===== src/rtl/tttg_pkg.sv =====
// Shared types and constants for the tic-tac-toe game front end.
// Imported by the input controller and its debouncers.
package tttg_pkg;

   typedef enum logic [1:0] {
      IDLE,
      ARM,
      DRIVE,
      RELEASE
   } state_t;

   localparam logic P1 = 1'b0;
   localparam logic P2 = 1'b1;

   localparam int N_CELLS = 9;

endpackage


===== src/rtl/tttg_debounce.sv =====
// One board button: 2-flop synchronizer, saturating debounce counter,
// stable level and a one-cycle press pulse on a stable 0->1 change.
module tttg_debounce #(
   parameter int DEBOUNCE_CYCLES = 16
) (
   input  logic clk,
   input  logic reset,
   input  logic raw,
   output logic press
);

   localparam int CW = $clog2(DEBOUNCE_CYCLES + 1);
   localparam logic [CW-1:0] CNT_MAX = CW'(DEBOUNCE_CYCLES);

   logic          sync1;
   logic          sync2;
   logic          stable;
   logic [CW-1:0] cnt;

   always_ff @(posedge clk or negedge reset) begin
      if (!reset) begin
         sync1  <= 1'b0;
         sync2  <= 1'b0;
         stable <= 1'b0;
         cnt    <= '0;
         press  <= 1'b0;
      end else begin
         sync1 <= raw;
         sync2 <= sync1;
         press <= 1'b0;
         // A full count of differing samples commits the new level.
         if (cnt == CNT_MAX) begin
            stable <= ~stable;
            cnt    <= '0;
            press  <= ~stable;
         end else if (sync2 == stable) begin
            cnt <= '0;
         end else begin
            cnt <= cnt + CW'(1);
         end
      end
   end

endmodule


===== src/rtl/tttg_input_ctrl.sv =====
// Board-button front end: debounces the nine cells, filters presses and
// plays the player-select / cell-select / release sequence to the core.
module tttg_input_ctrl
   import tttg_pkg::*;
#(
   parameter int DEBOUNCE_CYCLES = 16,
   parameter int HOLD_CYCLES     = 4
) (
   input  logic       clk,
   input  logic       reset,
   input  logic [8:0] raw_btn,
   input  logic       new_game,
   output logic       play1,
   output logic       play2,
   output logic [8:0] button,
   output logic       turn,
   output logic       busy,
   output logic       reject
);

   localparam int HW = $clog2(HOLD_CYCLES + 1);
   localparam logic [HW-1:0] HOLD_LAST = HW'(HOLD_CYCLES - 1);

   state_t              state;
   state_t              state_nxt;
   logic [HW-1:0]       hcnt;
   logic [N_CELLS-1:0]  ev;
   logic [N_CELLS-1:0]  sel;
   logic [N_CELLS-1:0]  occupied;
   logic                one_hot;
   logic                hit;
   logic                accept;
   logic                drive;

   for (genvar i = 0; i < N_CELLS; i++) begin : g_db
      tttg_debounce #(
         .DEBOUNCE_CYCLES(DEBOUNCE_CYCLES)
      ) u_db (
         .clk  (clk),
         .reset(reset),
         .raw  (raw_btn[i]),
         .press(ev[i])
      );
   end

   assign one_hot = (ev != '0) && ((ev & (ev - 9'd1)) == '0);
   assign hit     = |(ev & occupied);
   assign accept  = (state == IDLE) && !new_game && one_hot && !hit;

   always_ff @(posedge clk or negedge reset) begin
      if (!reset) begin
         state <= IDLE;
      end else begin
         state <= state_nxt;
      end
   end

   always_comb begin
      state_nxt = state;
      unique case (state)
         IDLE:    if (accept) state_nxt = ARM;
         ARM:     state_nxt = DRIVE;
         DRIVE:   if (hcnt == HOLD_LAST) state_nxt = RELEASE;
         RELEASE: state_nxt = IDLE;
         default: state_nxt = IDLE;
      endcase
      if (new_game) state_nxt = IDLE;
   end

   always_ff @(posedge clk or negedge reset) begin
      if (!reset) begin
         hcnt     <= '0;
         sel      <= '0;
         occupied <= '0;
         turn     <= P1;
         reject   <= 1'b0;
      end else begin
         hcnt <= (state == DRIVE) ? hcnt + HW'(1) : '0;
         // Events are never queued: anything not accepted is flagged.
         reject <= !new_game && (ev != '0) &&
                   ((state != IDLE) || !one_hot || hit);
         if (new_game) begin
            sel      <= '0;
            occupied <= '0;
            turn     <= P1;
         end else begin
            if (accept) sel <= ev;
            if (state == RELEASE) begin
               occupied <= occupied | sel;
               turn     <= ~turn;
            end
         end
      end
   end

   assign drive  = (state == ARM) || (state == DRIVE);
   assign play1  = drive && (turn == P1);
   assign play2  = drive && (turn == P2);
   assign button = (state == DRIVE) ? sel : '0;
   assign busy   = (state != IDLE);

endmodule


===== config.mk =====
export PLATFORM = sky130hd
export DESIGN_NAME = tttg_input_ctrl
export DESIGN_NICKNAME = d
export VERILOG_FILES = /design/src/rtl/tttg_pkg.sv /design/src/rtl/tttg_debounce.sv /design/src/rtl/tttg_input_ctrl.sv
export SDC_FILE = /design/constraint.sdc
export NUM_CORES = 1
export LEC_CHECK = 0
export CORE_UTILIZATION = 47
export CTS_CLUSTER_DIAMETER = 80
export CTS_CLUSTER_SIZE = 16
export DETAILED_ROUTE_END_ITERATION = 6
export GPL_TIMING_DRIVEN = 0
export PLACE_DENSITY = 0.64
export SKIP_LAST_GASP = 1
export SLEW_MARGIN = 15
export SYNTH_ARGS = -nofsm -noshare
export SYNTH_HDL_FRONTEND = slang
export SYNTH_SLANG_ARGS = --single-unit

===== constraint.sdc =====
create_clock -name clk -period 2.35 [get_ports clk]
set_input_delay 0.47 -clock clk [delete_from_list [all_inputs] [get_ports clk]]
set_output_delay 0.47 -clock clk [all_outputs]
set_load 0.02 [all_outputs]

==> key figures <==
Clocking
  • Clock transition at path regs: 0.10 ns
  • Total CTS buffers: 9
  • Clk sinks: 106
  • CTS tree: yes
  • CTS HTree Levels: 3
  • Clock Latency Late Sink: 0.36 ns
  • Cts hold-fix bufs: 0
  • Root buffer cell: clkbuf_8
  • Clock Tree Buf Depth: 2

Floorplanning
  • Rows: 35
  • Core area: 9200 um^2
  • DIE AREA: 9870 um^2
  • Width of the die: 99.4 um
  • Die height: 99.4 um
  • Ports: 26
  • Initial core utilization: 48.4%

Setup path
  • Reg2reg start: g_db[3].u_db.press
  • WP data arrival: 1.75 ns
  • Slowest CP cell: dfrtp_1
  • Max FO, Critical Path: 10
  • Crit-path max cell delay: 0.42 ns
  • End of the worst register-to-register path: sel[0]
  • Worst EP required: 1.88 ns
  • Setup Crit Path Kind: reg2out
  • Reg2reg path depth: 6
  • R2r setup slk: 0.14 ns
  • CP cell instances: inv_1 > ha_1 > buf_4 > and2_1 > clkdlybuf4s15_1
  • Crit start category: flip-flop
  • CP endpoint kind: output pin

Synth
  • Most frequent cell after synthesis: dfrtp_1
  • Yosys top cell by area: dfrtp_1
  • Synth unique cells: 42
  • Post-synth top flop: dfrtp_1
  • Ys async rst share: 100%
  • Sequential share of the synthesized area: 59.5%
  • Syn avg cell area: 11.6 um^2
  • Top post-synthesis cells by area: dfrtp_1 (60%), ha_1 (6.5%), nor2_1 (5.4%), xor2_1 (5.3%), xnor2_1 (3.7%)
  • Synthesized cell area: 4460 um^2
  • Synth cell count leaders: dfrtp_1 (106), nor2_1 (64), xor2_1 (27)
  • Ys Warns: 0
  • Mapped Nets: 419
  • Syn Inst Count: 384
  • Yosys reg bits: 106
  • EDFF count, synth: 0
  • Synth top area share: 59.5%

Timing
  • Max Slew Vio Count: 0
  • Tmin final: 2.22 ns
  • Final TNS setup: 0 ns
  • Slew @ Worst Pin: 0.518 ns
  • Unrepaired setup endpoints after global routing: true
  • Final Cycle Share: 94.4%
  • Final Skew: 0.0140 ns
  • Final setup fails: 0
  • Hold Violations, Final: 1
  • Slew HR: 65.4%
  • Peak Freq: 451 MHz
  • WHS: -0.00189 ns

Job
  • MaxCap Viol Count: 0

Cells and area
  • Filler cell count in the final layout: 793
  • # diodes: 0
  • Area delta synth->final: 13.5%
  • Share of cells above drive strength 1: 7.04%
  • Nets: 456

Global route
  • Largest net degree at the start of global routing: 67
  • Gr usage total: 16.2%
  • First-pass GRT wire length: 12500 um
  • Initial antenna violation count: 0
  • Vias in the first global route: 2701
  • GRT overflow: 0

Run status
  • Failing checks: negative hold slack
  • Status: finished, violations left

Placed design
  • GPL Wtd Cong: 0.798
  • Hpwl dp: 4850 um
  • I/O Buffers: 25

Detailed routing
  • TritonRoute pass-1 iters: 4
  • Routed wire length: 7120 um
  • Starting DRT DRC Count: 117
  • Drt drc: 0
  • Vias per cell: 5.10
  • DR vias: 2740
  • Routed len/inst: 13.3 um
  • Post-DRT Antenna Nets: 0

Power
  • LEAKAGE: 2.49 nW
  • PD cells: 620 nW/um^2
  • VDD IR max: 0.245 mV

Worst hold path
  • Hold WC Path Type: in2async
## power by group
part | total [mW] | internal, mW | switching [mW]
combinational | 0.174 | 0.0763 | 0.0979
sequential | 1.92 | 1.88 | 0.0414
clock | 1.04 | 0.405 | 0.638
## registers in the layout, indices dropped and copies added, names as in the netlist
name,cells
g_db.u_db.cnt,45
g_db.u_db.press,9
g_db.u_db.stable,9
g_db.u_db.sync1,9
g_db.u_db.sync2,9
hcnt,3
occupied,9
reject,1
sel,9
state,2
turn,1
## per-stage QoR
| stage | std cells | cell area (um^2) | power [mW] | utilization (%) | setup WS (ns) |
|---|---|---|---|---|---|
| final | 537 | 5060 | 3.13 | 55.0 | 0.131 |
| after global routing | 537 | 5060 | 3.30 | 55.0 | -0.00189 |
| after CTS | 537 | 5050 | 3.19 | 54.9 | 0.00996 |
| after detailed placement | 521 | 4870 | 2.13 | 53.0 | -0.0346 |
| after global placement | 520 | 4840 | 2.12 | 52.7 | -3.22 |
| after floorplan | 384 | 4460 | 2.04 | - | 0.344 |
## cell usage in the layout (no fill, tap or decap), types with 11 or more instances in the layout
cell | synthesis | routed
dfrtp_1 | 106 | 106
nor2_1 | 64 | 64
xor2_1 | 27 | 27
nand3_1 | 25 | 25
inv_1 | 24 | 24
ha_1 | 23 | 23
xnor2_1 | 19 | 19
clkdlybuf4s50_1 | 0 | 13
nand2_1 | 11 | 11
and2_1 | 11 | 11
## cell type report
| cell class | count | area, um^2 | share of cell area [%] |
|---|---|---|---|
| sequential | 106 | 2650 | 52.4 |
| multi-input combinational | 249 | 1700 | 33.6 |
| timing repair buffer | 26 | 263 | 5.19 |
| tap | 111 | 139 | 2.75 |
| clock buffer | 9 | 124 | 2.45 |
| inverter | 24 | 90.1 | 1.78 |
| clock inverter | 7 | 60.1 | 1.19 |
| buffer | 5 | 31.3 | 0.618 |
## logic make-up after synthesis
group                    Yosys count  share of synthesized area (%)
AO/OA/AOI/OAI                     40                           7.19
XOR/XNOR                          46                           9.04
adder cells (fa/ha/maj)           23                           6.46
buffers and inverters             29                           2.64
flip-flops                       106                           59.5
multiplexers                       1                          0.225
AND/OR/NAND/NOR                  139                           14.9
## worst max path at each step
stage | slack [ns] | cells after the start | from | end
floorplan | 0.34 | 6 | g_db[3].u_db.press | sel[7]
global placement | -3.22 | 1 | reset | g_db[3].u_db.cnt[3]
detailed placement | -0.03 | 5 | state[0] | button[0]
CTS | 0.01 | 4 | state[0] | play2
global route | -0.002 | 5 | state[0] | button[0]
finish | 0.13 | 5 | state[0] | button[0]
## critical path: cells and delay by family (launching register included)
kind	cells	cell delay, ns
buffers and inverters	3	0.58
DFF	1	0.42
and+or+nand+nor	1	0.16
adders and majority gates	1	0.23
## timing repair
item,CTS,global route
gates resized for setup,12,14
buffers inserted,0,0
endpoints found under the hold margin,0,0
setup endpoints to repair,10,19
cloned,0,0
## metal layers
metal / vias up / track usage [%] / wire length, um / part of all wire, %
met5: - / 0 / 0 / 0
met3: 10 / 2.95 / 145 / 2.0
met1: 1350 / 22.7 / 3590 / 50
met2: 30 / 24.8 / 3270 / 46
li1: 1350 / - / - / -
met4: 0 / 7.24 / 111 / 1.6
(Power assumes the default switching activity.)
